===== config.mk =====
export PLATFORM = sky130hd
export DESIGN_NAME = bp_be_dcache_port_arbiter
export DESIGN_NICKNAME = d
export VERILOG_FILES = /design/src/rtl/bp_be_dcache_port_arbiter.sv
export SDC_FILE = /design/constraint.sdc
export NUM_CORES = 1
export LEC_CHECK = 0
export BUFFER_PORTS_ARGS = -buffer_cell sky130_fd_sc_hd__buf_2
export CAP_MARGIN = 20
export CORE_AREA = 2 2 210 212
export CTS_CLUSTER_DIAMETER = 150
export DETAILED_ROUTE_END_ITERATION = 16
export DIE_AREA = 0 0 212 214
export PLACE_DENSITY = 0.35
export SLEW_MARGIN = 20
export SYNTH_ARGS = -nofsm -noshare
export SYNTH_HDL_FRONTEND = slang
export SYNTH_SLANG_ARGS = --single-unit

===== constraint.sdc =====
create_clock -name clk_i -period 1.7 [get_ports clk_i]
set_input_delay 0.255 -clock clk_i [delete_from_list [all_inputs] [get_ports clk_i]]
set_output_delay 0.255 -clock clk_i [all_outputs]
set_load 0.05 [all_outputs]

===== src/rtl/bp_be_dcache_port_arbiter.sv =====
// bp_be_dcache_port_arbiter: shares the single D$ request port between the PTW and the memory pipe
//   clk_i, reset_n_i (sync, active-low), flush_i (drop pipe ownership in flight)
//   ptw_*  : PTW request (v/pkt/grant), stage-1 tag (ptag/ptag_v), stage-2 response (early_v/data)
//   pipe_* : pipe request (v/pkt/grant), stage-1 tag (ptag/ptag_v), stage-2 response (early_v/data)
//   dcache_*: request/tag to the D$, early response from the D$
//   Optional macro BP_BE_DCACHE_ARB_STARVE_EN adds a pipe starvation counter (limit starve_limit_p).
module bp_be_dcache_port_arbiter #(
  parameter int pkt_width_p    = 82,
  parameter int ptag_width_p   = 28,
  parameter int dpath_width_p  = 64,
  parameter int starve_limit_p = 8
) (
  input  logic                     clk_i,
  input  logic                     reset_n_i,
  input  logic                     flush_i,
  input  logic                     ptw_v_i,
  input  logic [pkt_width_p-1:0]   ptw_pkt_i,
  output logic                     ptw_grant_o,
  input  logic [ptag_width_p-1:0]  ptw_ptag_i,
  input  logic                     ptw_ptag_v_i,
  output logic                     ptw_early_v_o,
  output logic [dpath_width_p-1:0] ptw_early_data_o,
  input  logic                     pipe_v_i,
  input  logic [pkt_width_p-1:0]   pipe_pkt_i,
  output logic                     pipe_grant_o,
  input  logic [ptag_width_p-1:0]  pipe_ptag_i,
  input  logic                     pipe_ptag_v_i,
  output logic                     pipe_early_v_o,
  output logic [dpath_width_p-1:0] pipe_early_data_o,
  input  logic                     dcache_ready_i,
  output logic                     dcache_v_o,
  output logic [pkt_width_p-1:0]   dcache_pkt_o,
  output logic [ptag_width_p-1:0]  dcache_ptag_o,
  output logic                     dcache_ptag_v_o,
  input  logic                     dcache_early_v_i,
  input  logic [dpath_width_p-1:0] dcache_early_data_i
);
  // owner id: 0 = PTW, 1 = pipe
  logic own1_v_q, own1_id_q, own2_v_q, own2_id_q;
  logic own1_v_d, own1_id_d, own2_v_d, own2_id_d;
  logic starved, pipe_ok;
  assign pipe_ok      = pipe_v_i & ~flush_i;
  // a starved pipe only outranks the PTW when it can actually be granted
  assign ptw_grant_o  = reset_n_i & dcache_ready_i & ptw_v_i & ~(starved & pipe_ok);
  assign pipe_grant_o = reset_n_i & dcache_ready_i & pipe_ok & (~ptw_v_i | starved);
  assign dcache_v_o   = ptw_grant_o | pipe_grant_o;
  assign dcache_pkt_o = pipe_grant_o ? pipe_pkt_i : ptw_pkt_i;
  always_comb begin
    own1_v_d          = dcache_v_o;
    own1_id_d         = pipe_grant_o;
    own2_v_d          = own1_v_q & ~(flush_i & own1_id_q);
    own2_id_d         = own1_id_q;
    dcache_ptag_o     = own1_id_q ? pipe_ptag_i : ptw_ptag_i;
    dcache_ptag_v_o   = reset_n_i & own1_v_q & (own1_id_q ? pipe_ptag_v_i & ~flush_i : ptw_ptag_v_i);
    ptw_early_v_o     = reset_n_i & dcache_early_v_i & own2_v_q & ~own2_id_q;
    pipe_early_v_o    = reset_n_i & dcache_early_v_i & own2_v_q & own2_id_q & ~flush_i;
    ptw_early_data_o  = dcache_early_data_i;
    pipe_early_data_o = dcache_early_data_i;
  end
  always_ff @(posedge clk_i)
    if (!reset_n_i) {own1_v_q, own1_id_q, own2_v_q, own2_id_q} <= '0;
    else {own1_v_q, own1_id_q, own2_v_q, own2_id_q} <= {own1_v_d, own1_id_d, own2_v_d, own2_id_d};
`ifdef BP_BE_DCACHE_ARB_STARVE_EN
  localparam int cw = $clog2(starve_limit_p + 1);
  logic [cw-1:0] cnt_q, cnt_d;
  assign starved = cnt_q == cw'(starve_limit_p);
  // saturates at the limit; a denied pipe at the limit can only be a flushed or reset one
  assign cnt_d = (pipe_grant_o | flush_i) ? '0
               : (pipe_v_i & dcache_ready_i & ~starved) ? cnt_q + cw'(1) : cnt_q;
  always_ff @(posedge clk_i)
    if (!reset_n_i) cnt_q <= '0;
    else cnt_q <= cnt_d;
`else
  assign starved = 1'b0 & (starve_limit_p != 0);
`endif
endmodule

Word-level counts from Yosys, hierarchy flattened
Cells that the tools add are included.
{ "classes": {"reduce_logical": 0, "magnitude_cmp": 0, "mux": 3, "addsub": 0, "div": 0, "eq_ne": 0, "multipliers": 0, "shifts": 0, "bitwise_logic": 20} }
{ "ops": {"columns": ["cell", "n"], "rows": [
  ["$mux 82", 1],
  ["$mux 28", 1],
  ["$and 1x1->1", 15],
  ["$not 1->1", 4],
  ["$mux 1", 1],
  ["$or 1x1->1", 1]
]} }
{ "totals": {"latch_bits": 0, "ram_bits": 0, "n_memories": 0, "romBits": 0, "word_cells": 27, "regBits": 4, "output_inout_bits": 244} }

Longest topological paths before layout
{ "depth": {"word_depth": 5, "ltp_mapped": 5, "mapped_depth_nobuf": 3} }

Least setup slack after synthesis
OpenSTA, ideal clock, no wires.
{ "synth_path": {"kind": "reg2out", "start": "register own1_id_q", "end": "output dcache_ptag_v_o", "arrival_time_ns": 1.570, "setup_slack_ns": -0.125, "stages_incl_launch_ff": 4, "required_ns": 1.445, "cell_sequence": "dfxtp_1 -> buf_1 -> nand3b_1 -> a21oi_1"} }
{ "synth_via": {"elab_chain_len": 2} }
{ "synth_lines": {"columns": ["element", "line", "rtl"], "rows": [
  ["start: declaration", "39", "logic own1_v_q, own1_id_q, own2_v_q, own2_id_q;"],
  ["start signal: assignment", "62", "else {own1_v_q, own1_id_q, own2_v_q, own2_id_q} <= {own1_v_d, own1_id_d, own2_v_d, own2_id_d};"],
  ["$mux 1", "54", "dcache_ptag_v_o = reset_n_i & own1_v_q & (own1_id_q ? pipe_ptag_v_i & ~flush_i : ptw_ptag_v_i);"],
  ["$and 1x1->1", "54", null],
  ["end: declaration", "34", "output logic dcache_ptag_v_o,"]
]} }
Every way passes these cells.

Worst setup path in the final report
{ "layout_path": {"start": "input ptw_v_i", "end": "output dcache_pkt_o[0]"} }
{ "layout_via": {"elab_chain_len": 3} }
{ "layout_lines": {"columns": ["element", "line", "rtl"], "rows": [
  ["start: declaration", "16", "input logic ptw_v_i,"],
  ["$not 1->1", "45", "assign pipe_grant_o = reset_n_i & dcache_ready_i & pipe_ok & (~ptw_v_i | starved);"],
  ["$and 1x1->1", "45", null],
  ["$mux 82", "47", "assign dcache_pkt_o = pipe_grant_o ? pipe_pkt_i : ptw_pkt_i;"],
  ["end: declaration", "32", "output logic [pkt_width_p-1:0] dcache_pkt_o,"]
]} }
Every way passes these cells.

==> metrics.md <==
| Metric | Value |
|---|---|
| Inserted Diodes | 0 |
| Routability Congestion | 0.7703 |
| Max Used Layer | met4 |
| Max Cap Violations | 0 |
| Worst Reg-to-Reg Cells | 2 |
| FF-to-FF End | own2_v_q$_SDFF_PN0_ |
| Starting Density | 0.06028 |
| Post-detail-place hpwl | 10.11 mm |
| Period utilization | 0.9896 |
| Sequential cell area fraction in the yosys report | 0.03098 |
| Cell mode on critical path | buf_12 |
| Port Buffer Count | 344 |
| Residual DRC | 0 |
| Crit-path max cell delay | 0.33 ns |
| Crit-path cells | buf_2 -> nor2_1 -> nand4_1 -> buf_12 -> buf_16 -> mux2_4 -> buf_12 |
| Hold Violations, Final | 0 |
| Drt pass-1 iters | 4 |
| Hold path depth | 3 |
| Critical path required time | 1.44 ns |
| Met2 wire length | 5.633 mm |
| Vias in the first global route | 2703 |
| Final setup vio count | 0 |
| Mapped Area | 2585 µm² |
| CTS tree | yes |
| Worst Max-Slew Pin Slew | 0.2814 ns |
| Max clock buf depth | 2 |
| Reg2Reg Setup Slack | 0.93 ns |
| Top Ports | 537 |
| CP Buf/Inv Count | 4 |
| Slew Viols, Final | 0 |
| Top Family by Delay on Critical Path | buffers and inverters |
| First-pass GRT wire length | 14.95 mm |
| Kind of critical path | primary input to output pin |
| Initial antenna violation count | 0 |
| Core Box Area | 42890 µm² |
| Slew HR | 0.8137 |
| RSZ-0062 raised after global routing | yes |
| Full die area | 45370 µm² |
| Crit-path slowest cell | mux2_4 |
| Yosys reg bits | 4 |
| # clock sinks | 4 |
| Vias per inst | 2.505 |
| Die Span X | 212 µm |
| Largest net degree at the start of global routing | 33 |
| Root Buffer | clkbuf_16 |
| Total CTS buffers | 3 |
| CP Data Arrival Time | 1.43 ns |
| Worst Skew | 0.001818 ns |
| YS warnings | 0 |
| TNS Setup | 0 ns |
| Vias | 2695 |
| Final Hold Slack | 0.3232 ns |
| FP Rows | 76 |
| Yosys top cell area share | 0.3746 |
| Post-CTS Setup Bufs | 0 |
| Tmin final | 1.682 ns |
| Cells after Synth | 271 |
| Synth top area cells | buf_4, mux2_2, mux2_4 |
| Max frequency | 594.4 MHz |
| CTS clk-pin slew, worst paths | 0.03 ns |
| Fillers | 4953 |
| R2R Path Start | own1_id_q$_SDFF_PN0_ |
| Hold Path Class | primary input to register |
| GR Overflow Total | 0 |
| Status | completed |
| Post-synth top area cell | buf_4 |
| WL met3 | 1.587 mm |
| DRT iter0 DRCs | 40 |
| Pwr per Cell Area | 395.7 nW/µm² |
| Worst vdd ir | 0.2190 mV |
| CP Max Fanout | 10 |
| Critical path endpoint category | output pin |
| Layout cells sized above 1 | 0.9613 |
| Clock Latency Late Sink | 0.22 ns |
| Die Height | 214 µm |
| GRT Resource Usage Total | 0.04293 |
| Post-synth net total | 564 |
| Yosys cell types | 17 |
| Worst Hold End | own2_v_q$_SDFF_PN0_ |
| Worst Hold Launch | flush_i |
| H-tree Lvls | 1 |
| P_leak | 2.390 nW |
| Routed wire per std cell | 10.48 µm |
| Fin nets | 786 |
| Met1 wire length | 3.885 mm |
| Multi-input gate area | 1463 µm² |
| Register Area | 80.08 µm² |
| CP startpoint kind | primary input |
| Synth-to-Final Area Change | 81.37% |
| Routed Antenna Nets | 0 |
| Avg Cell Area, Syn | 9.539 µm² |
| WL final | 11.28 mm |
cell type report:
cell class | instances | area share
Clock buffer | 3 | 0.01601
Multi-Input combinational cell | 124 | 0.3120
Tap cell | 585 | 0.1561
Timing Repair Buffer | 357 | 0.4964
Inverter | 3 | 0.002402
Sequential cell | 4 | 0.01708
stage by stage:
step	area, µm²	worst slack, ns	instances	power, mW	utilization
CTS	4622	-0.02102	1075	1.865	0.1078
finish	4688	0.01762	1076	1.855	0.1093
floorplan	2594	0.1551	271	1.728	-
detailed placement	4200	-0.07090	1072	1.372	0.09794
global route	4688	-0.02202	1076	1.933	0.1093
global placement	4200	-0.08741	1072	1.374	0.09794
cells in the final DEF, fill, tap and decap left out, drive strengths merged, types with 2 or more instances in the layout:
| cell type | instances |
|---|---|
| a21oi | 2 |
| mux2 | 110 |
| nand3 | 2 |
| inv | 3 |
| buf | 356 |
| nor2 | 2 |
| nand2 | 3 |
| clkbuf | 4 |
| dfxtp | 4 |
layer usage:
layer / GRT usage / vias up
met5: 0.003233 / -
met4: 0.009390 / 0
met3: 0.02287 / 24
met2: 0.07858 / 292
met1: 0.04207 / 1143
li1: - / 1236
flip-flops by register name, indices dropped and copies added, names as in the netlist:
signal / count
own2_v_q: 1
own2_id_q: 1
own1_v_q: 1
own1_id_q: 1
report_power, final:
part           switching, mW  total [mW]  internal (mW)
sequential           0.00102      0.0983         0.0973
combinational          0.811        1.39          0.583
clock                 0.0626       0.363          0.300
total                  0.874        1.86          0.981
how the worst max path moves through the flow:
stage	startpoint	end	slack (ns)	cells past startpoint
2_1_floorplan	own1_id_q$_SDFF_PN0_	dcache_ptag_v_o	0.16	3
4_1_cts	flush_i	dcache_pkt_o[0]	-0.02	7
6_report	ptw_v_i	dcache_pkt_o[0]	0.02	7
5_1_grt	dcache_ready_i	dcache_pkt_o[31]	-0.02	6
3_3_place_gp	flush_i	dcache_pkt_o[31]	-0.09	7
3_5_place_dp	flush_i	dcache_pkt_o[31]	-0.07	7
cell usage after synthesis:
library cell	number
a21oi_1	2
and2_1	1
buf_1	1
buf_2	6
buf_4	129
buf_6	4
dfxtp_1	4
inv_1	3
mux2_2	74
mux2_4	36
nand2_1	3
nand2b_1	1
nand3_1	2
nand3b_1	1
nand4_1	1
nor2_1	2
nor3b_1	1
kinds of logic after synthesis:
kind of cell           count (synthesis)  synth area share
buffers and inverters                143            0.4095
DFF                                    4           0.03098
AOI/OAI and AO/OA                      2          0.003872
and+or+nand+nor                       12           0.02421
muxes                                110            0.5315
repair_timing:
item                       in CTS  in global routing
pin swaps                       1                  0
gates resized for setup       115                 20
setup endpoints to repair      81                 70
hold buffers                    0                  0
cloned                          0                  1
tightest hold or removal path: cells and delay by family:
kind            cells  cell delay (ns)
compound gates      1             0.06
buf+inv             2             0.17
Note: power is estimated with default switching activity, not from simulation.
